===== src/rtl/axis_byte_packer.sv =====
// Packs an 8-bit AXI-Stream into little-endian 32-bit words with lane strobes,
// forcing a frame boundary every MAX_WORDS words (one BRAM row).
module axis_byte_packer #(
  parameter int MAX_WORDS = 36
) (
  input  logic        s00_axis_aclk,
  input  logic        s00_axis_aresetn,
  input  logic [7:0]  s00_axis_tdata,
  input  logic        s00_axis_tvalid,
  output logic        s00_axis_tready,
  input  logic        s00_axis_tlast,
  output logic [31:0] m00_axis_tdata,
  output logic [3:0]  m00_axis_tstrb,
  output logic        m00_axis_tlast,
  output logic        m00_axis_tvalid,
  input  logic        m00_axis_tready,
  output logic        frame_split
);

  localparam int WCW = (MAX_WORDS > 1) ? $clog2(MAX_WORDS) : 1;
  localparam logic [WCW-1:0] LAST_IDX = WCW'(MAX_WORDS - 1);

  logic [31:0]    acc_data;
  logic [3:0]     acc_strb;
  logic [1:0]     byte_cnt;
  logic           acc_last;
  logic           acc_full;
  logic [WCW-1:0] word_cnt;

  logic        in_fire;
  logic        slot_free;
  logic        word_done;
  logic        load_acc;
  logic        load_new;
  logic        load_any;
  logic        acc_full_nxt;
  logic [31:0] merged_data;
  logic [3:0]  merged_strb;
  logic [31:0] load_data;
  logic [3:0]  load_strb;
  logic        load_in_last;
  logic        at_limit;

  // A parked word and a freshly completed word never coincide: tready is low while parked.
  always_comb begin
    in_fire      = s00_axis_tvalid && s00_axis_tready;
    slot_free    = !m00_axis_tvalid || m00_axis_tready;
    merged_data  = acc_data | ({24'd0, s00_axis_tdata} << {byte_cnt, 3'b000});
    merged_strb  = acc_strb | (4'b0001 << byte_cnt);
    word_done    = in_fire && ((byte_cnt == 2'd3) || s00_axis_tlast);
    load_acc     = acc_full && slot_free;
    load_new     = word_done && slot_free;
    load_any     = load_acc || load_new;
    acc_full_nxt = !load_any && (acc_full || word_done);
    load_data    = load_acc ? acc_data : merged_data;
    load_strb    = load_acc ? acc_strb : merged_strb;
    load_in_last = load_acc ? acc_last : s00_axis_tlast;
    at_limit     = (word_cnt == LAST_IDX);
  end

  always_ff @(posedge s00_axis_aclk or negedge s00_axis_aresetn) begin
    if (!s00_axis_aresetn) begin
      m00_axis_tdata  <= '0;
      m00_axis_tstrb  <= '0;
      m00_axis_tlast  <= 1'b0;
      m00_axis_tvalid <= 1'b0;
      frame_split     <= 1'b0;
      word_cnt        <= '0;
    end else begin
      frame_split <= 1'b0;
      if (load_any) begin
        m00_axis_tdata  <= load_data;
        m00_axis_tstrb  <= load_strb;
        m00_axis_tlast  <= load_in_last || at_limit;
        m00_axis_tvalid <= 1'b1;
        frame_split     <= at_limit && !load_in_last;
        word_cnt        <= (load_in_last || at_limit) ? '0 : word_cnt + 1'b1;
      end else if (m00_axis_tready) begin
        m00_axis_tvalid <= 1'b0;
      end
    end
  end

  // The accumulator doubles as a one-word skid buffer when the output slot is busy.
  always_ff @(posedge s00_axis_aclk or negedge s00_axis_aresetn) begin
    if (!s00_axis_aresetn) begin
      acc_data        <= '0;
      acc_strb        <= '0;
      byte_cnt        <= '0;
      acc_last        <= 1'b0;
      acc_full        <= 1'b0;
      s00_axis_tready <= 1'b0;
    end else begin
      s00_axis_tready <= !acc_full_nxt;
      acc_full        <= acc_full_nxt;
      if (load_any) begin
        acc_data <= '0;
        acc_strb <= '0;
        byte_cnt <= '0;
        acc_last <= 1'b0;
      end else if (word_done) begin
        acc_data <= merged_data;
        acc_strb <= merged_strb;
        acc_last <= s00_axis_tlast;
      end else if (in_fire) begin
        acc_data <= merged_data;
        acc_strb <= merged_strb;
        byte_cnt <= byte_cnt + 2'd1;
      end
    end
  end

endmodule


===== config.mk =====
export PLATFORM = sky130hd
export DESIGN_NAME = axis_byte_packer
export DESIGN_NICKNAME = d
export VERILOG_FILES = /design/src/rtl/axis_byte_packer.sv
export SDC_FILE = /design/constraint.sdc
export NUM_CORES = 1
export LEC_CHECK = 0
export ABC_AREA = 0
export ABC_CLOCK_PERIOD_IN_PS = 2500
export CAP_MARGIN = 20
export CORE_UTILIZATION = 56
export CTS_BUF_LIST = sky130_fd_sc_hd__clkbuf_2
export DETAILED_ROUTE_END_ITERATION = 6
export GPL_TIMING_DRIVEN = 0
export PLACE_DENSITY = 0.82
export SYNTH_ARGS = -nofsm -noshare
export SYNTH_HDL_FRONTEND = slang
export SYNTH_SLANG_ARGS = --single-unit

===== constraint.sdc =====
create_clock -name s00_axis_aclk -period 2.5 [get_ports s00_axis_aclk]
set_clock_uncertainty 0.15 [all_clocks]
set_input_delay 0.5 -clock s00_axis_aclk [delete_from_list [all_inputs] [get_ports s00_axis_aclk]]
set_output_delay 0.5 -clock s00_axis_aclk [all_outputs]
set_load 0.005 [all_outputs]

* Yosys cells after proc, flatten, opt, wreduce, memory -nomap -nowiden
Cells that the tools add are included.
** Storage, ports and cells
- Flip-flop bits (word level) :: 86
- Bits in latches :: 0
- Bits in writable memories :: 0
- Bits in read-only memories :: 0
- Word-level logic and storage cells :: 59
- Memories :: 0
** Operators by class
- Add/sub/neg operators :: 2
- Multiply operators :: 0
- Div/mod/pow operators :: 0
- $lt $le $gt $ge :: 0
- Eq/ne operators :: 3
- Shift-type cells :: 2
- Muxes and demuxes :: 18
- Bitwise gates (word level) :: 2
- Reductions and logical operators :: 20
** Operators by type and width (number)
- $mux W32 :: 4
- $or A32 B32 Y32 :: 1
- $shl A8 B5 Y32 :: 1
- $mux W4 :: 4
- $add A6 B1 Y6 const B :: 1
- $eq A6 B6 Y1 const B :: 1
- $logic_and A1 B1 Y1 :: 6
- $mux W1 :: 6
- $mux W2 :: 3
- $mux W6 :: 1
- $reduce_bool A2 Y1 :: 3
- $logic_or A1 B1 Y1 :: 5
- $logic_not A1 Y1 :: 4
- $or A4 B4 Y4 :: 1
- $shl A1 B2 Y4 const A :: 1
- $reduce_bool A3 Y1 :: 1
- $add A2 B1 Y2 const B :: 1
- $eq A2 B2 Y1 const B :: 1
- $ne A2 B1 Y1 const B :: 1
- $reduce_and A2 Y1 :: 1

* Longest topological paths before layout
- Depth after elaboration :: 8
- Depth in mapped cells :: 7
- Gate-level depth less buffers :: 5

* Worst setup path after synthesis
OpenSTA, ideal clock, no wires.
- Path kind :: reg2reg
- Start point :: reg byte_cnt[0]
- End point :: reg word_cnt[0]
- Library setup time :: 125 ps
- Data arrival time :: 1547 ps
- Data required time :: 2225 ps
- Setup slack :: 678 ps
- Stages on the path, launching flop included :: 7
- Path buffers :: 1
- Clock period less this slack :: 1822 ps
- Cells stage by stage :: dfrtp_1 > ha_1 > o211a_1 > o21ai_2 > buf_6 > nor2_4 > mux2_2
** Between the ends
- Cells in the longest elaborated chain, start to end :: 5
** RTL lines
- start, declared :: line 25 : logic [1:0] byte_cnt;
- start signal, assigned :: line 108 : byte_cnt <= byte_cnt + 2'd1;
- $eq A2 B2 Y1 :: line 50 : word_done = in_fire && ((byte_cnt == 2'd3) || s00_axis_tlast);
- $logic_or A1 B1 Y1 :: line 50
- $logic_and A1 B1 Y1 :: line 50
- $logic_and A1 B1 Y1 :: line 52 : load_new = word_done && slot_free;
- $logic_or A1 B1 Y1 :: line 53 : load_any = load_acc || load_new;
- end signal, assigned :: line 77 : word_cnt <= (load_in_last || at_limit) ? '0 : word_cnt + 1'b1;
- end, declared :: line 28 : logic [WCW-1:0] word_cnt;
Every way passes these cells.
A chain may end at the register's enable or synchronous reset.

* Worst setup path in the final report
- Start point :: reg m00_axis_tvalid
- End point :: out m00_axis_tvalid
** RTL lines
- start, declared :: line 15 : output logic m00_axis_tvalid,
- start signal, assigned :: line 66 : m00_axis_tvalid <= 1'b0;
- start signal, assigned :: line 75 : m00_axis_tvalid <= 1'b1;
- start signal, assigned :: line 79 : m00_axis_tvalid <= 1'b0;
No word-level cell between the ends.

==> flow_metrics.env <==
export IMPL_status="complete, no violations"
export IMPL_gp_congestion=0.786
export IMPL_slowest_delay_ns=0.52
export IMPL_clockPowerShare_pct=14.7
export IMPL_tightest_slew_ns=0.561
export IMPL_drv_cap=0
export IMPL_die_w_um=82.5
export IMPL_placed_area_sq_um=4190
export IMPL_via_per_inst=5.61
export IMPL_syn_cell_area_sq_um=3630
export IMPL_min_period_ns=2.12
export IMPL_pre_cts_ws_ns=0.146
export IMPL_seqPwrFrac_pct=47.8
export IMPL_startpoint_type="flop"
export IMPL_cts_made_buffers=9
export IMPL_p_leak_nw=1.92
export IMPL_nets=433
export IMPL_place_hpwl_um=5320
export IMPL_switching_share_pct=34.3
export IMPL_fin_setup_tns_ns=0
export IMPL_synth_area_leaders="dfrtp_1 (59%), a21oi_1 (13%), nor2_1 (6.5%)"
export IMPL_ant_nets=0
export IMPL_rsz0062_at_grt="false"
export IMPL_synthDistinctLibCells=37
export IMPL_cts_sinks=86
export IMPL_synth_avg_cell_area_sq_um=10.1
export IMPL_cp_slowest_cell="clkdlybuf4s50_1"
export IMPL_drc_errors=0
export IMPL_hp_class="input pin to flop"
export IMPL_initial_utilization_pct=59.6
export IMPL_worst_skew_pair_late_latency_ns=0.53
export IMPL_async_reset_ff_share_pct=100
export IMPL_cpLargestDelayFamily="buffers and inverters"
export IMPL_p_switching_mw=1.61
export IMPL_synth_flop_cell="dfrtp_1"
export IMPL_path_class="flop to primary output"
export IMPL_synth_common_cells="a21oi_1 (91), dfrtp_1 (86), nor2_1 (63)"
export IMPL_diodes=0
export IMPL_htree_levels=3
export IMPL_placedCellCount=478
export IMPL_cts_root_buf="clkbuf_2"
export IMPL_wl_um=7650
export IMPL_drt_iter0_drc=219
export IMPL_yosysSeqAreaShare_pct=59.3
export IMPL_design_area_sq_um=4310
export IMPL_first_pass_iters=4
export IMPL_pwr_share_comb_pct=37.5
export IMPL_vias=2775
export IMPL_cp_cell_sequence="clkdlybuf4s50_1"
export IMPL_layout_drive_gt1_share_pct=11.0
export IMPL_cts_clk_slew_worst_paths_ns=0.21
export IMPL_num_rows=28
export IMPL_relSlewSlack_pct=62.5
export IMPL_synthToLayoutAreaGrowth_pct=18.6
export IMPL_grt_first_pass_wirelength_um=12500
export IMPL_p_int_mw=3.09
export IMPL_synth_most_common_cell="a21oi_1"
export IMPL_ios=53
export IMPL_synth_warnings=0
export IMPL_crit_required_ns=1.85
export IMPL_fin_crit_sh_pct=85.0
export IMPL_cts_tree="built"
export IMPL_ys_ff_latch=86
export IMPL_synthCells=358
export IMPL_setup_viol=0
export IMPL_layout_cells_non_filler=495
export IMPL_dieArea_sq_um=6810
export IMPL_synth_largest_area_cell="dfrtp_1"
export IMPL_chipHeight_um=82.5
export IMPL_grt_overflow=0
export IMPL_synth_top_area_share_pct=59.3
export IMPL_numPortBuffers=44
export IMPL_critPathBufInv=1
export IMPL_grt_pass1_vias=2552
export IMPL_arrival_ns=1.47
export IMPL_critPathCaptureType="primary output"
export IMPL_utilization_pct=70.7
export IMPL_whs_ns=0.231
export IMPL_synth_edf_count=0
export IMPL_wire_per_inst_um=15.5
export IMPL_totalPowerFinal_mw=4.70
export IMPL_grt_max_degree=54
export IMPL_clock_path_buffers=2
export IMPL_postCtsResizedCells=0
export IMPL_setup_slack_ns=0.376
export IMPL_core_area_sq_um=6100
export IMPL_antenna_found_initial=0
export IMPL_fmax_mhz=471
export IMPL_path_max_fanout=3
export IMPL_slew_viol_final=0
export IMPL_power_density_nw_per_um2=1090
export IMPL_vdd_drop_max_uv=677
export IMPL_synth_fp_nets=376
export IMPL_grt_usage_pct=25.3
export IMPL_timing_hold_violations_final=0
-- layer usage --
| layer | up-vias | GRT usage [%] | share of wire (%) |
|---|---|---|---|
| met4 | 0 | 10.2 | 1.7 |
| li1 | 1335 | - | - |
| met1 | 1345 | 33.8 | 44 |
| met5 | - | 0 | 0 |
| met3 | 12 | 4.62 | 5.8 |
| met2 | 83 | 40.7 | 48 |
-- cells by family after synthesis --
logic type	synth area share, %
simple gates	12.5
buf+inv	5.20
xor+xnor	0.241
mux	1.17
flops	59.3
fa+ha+maj	1.72
compound gates	19.8
-- flip-flops by register name, summed over array words and instances, names as in the netlist --
signal,cells
acc_data,32
acc_full,1
acc_last,1
acc_strb,4
byte_cnt,2
frame_split,1
m00_axis_tdata,32
m00_axis_tlast,1
m00_axis_tstrb,4
m00_axis_tvalid,1
s00_axis_tready,1
word_cnt,6
-- tightest hold or removal path, stage by stage --
cell      delay [ns]
clkbuf_1        0.19
a21oi_1         0.17
nor2_1          0.04
-- path summary, 6_finish.rpt --
check | from | to | slack [ns] | cells past startpoint
max | m00_axis_tvalid$_DFFE_PN0P_ | m00_axis_tvalid | 0.38 | 1
min | s00_axis_tdata[0] | acc_data[16]$_DFFE_PN0P_ | 0.23 | 3
max reg2reg | byte_cnt[0]$_DFFE_PN0P_ | m00_axis_tdata[31]$_DFFE_PN0P_ | 0.39 | 5
min reg2reg | m00_axis_tdata[19]$_DFFE_PN0P_ | m00_axis_tdata[19]$_DFFE_PN0P_ | 0.36 | 2
max in group asynchronous | s00_axis_aresetn | acc_data[17]$_DFFE_PN0P_ | 1.33 | 3
min in group asynchronous | s00_axis_aresetn | m00_axis_tstrb[2]$_DFFE_PN0P_ | 0.26 | 2
-- placed cells by master, fill, tap and decap left out, drive strengths merged, types with 2 or more instances in the layout --
cell type / instances
clkdlybuf4s50: 43
nand2: 26
nand2b: 2
buf: 16
dfrtp: 86
o21ai: 24
nor3: 4
nor2b: 2
nor2: 64
mux2: 2
a22o: 3
ha: 5
a21oi: 93
a211oi: 2
clkbuf: 22
a21o: 2
inv: 4
nand3: 4
clkinv: 2
mux2i: 2
-- timing repair --
item / CTS / global route
setup endpoints to repair: 0 / 0
hold endpoints to repair: 33 / 0
setup buffers: 0 / 0
hold buffers: 1 / 0
-- final cells by class --
cell class                      instances  area, sq um
Sequential cell                        86         2150
Inverter                                4         15.0
Multi-Input combinational cell        244         1290
Timing Repair Buffer                   46          475
Tap cell                               75         93.8
Buffer                                 24          174
Clock buffer                           12         60.1
Clock inverter                          4         47.5
Fill cell                             487         1790
-- power by group through the flow --
stage               registers (mW)  clock network (mW)  logic [mW]
floorplan                     2.25                   0       0.931
global placement              2.25                   0        1.71
detailed placement            2.28                   0        1.76
CTS                           2.24               0.696        1.78
global route                  2.32               0.753        1.98
finish                        2.25               0.690        1.76
Power figures use the tool's default switching activity.
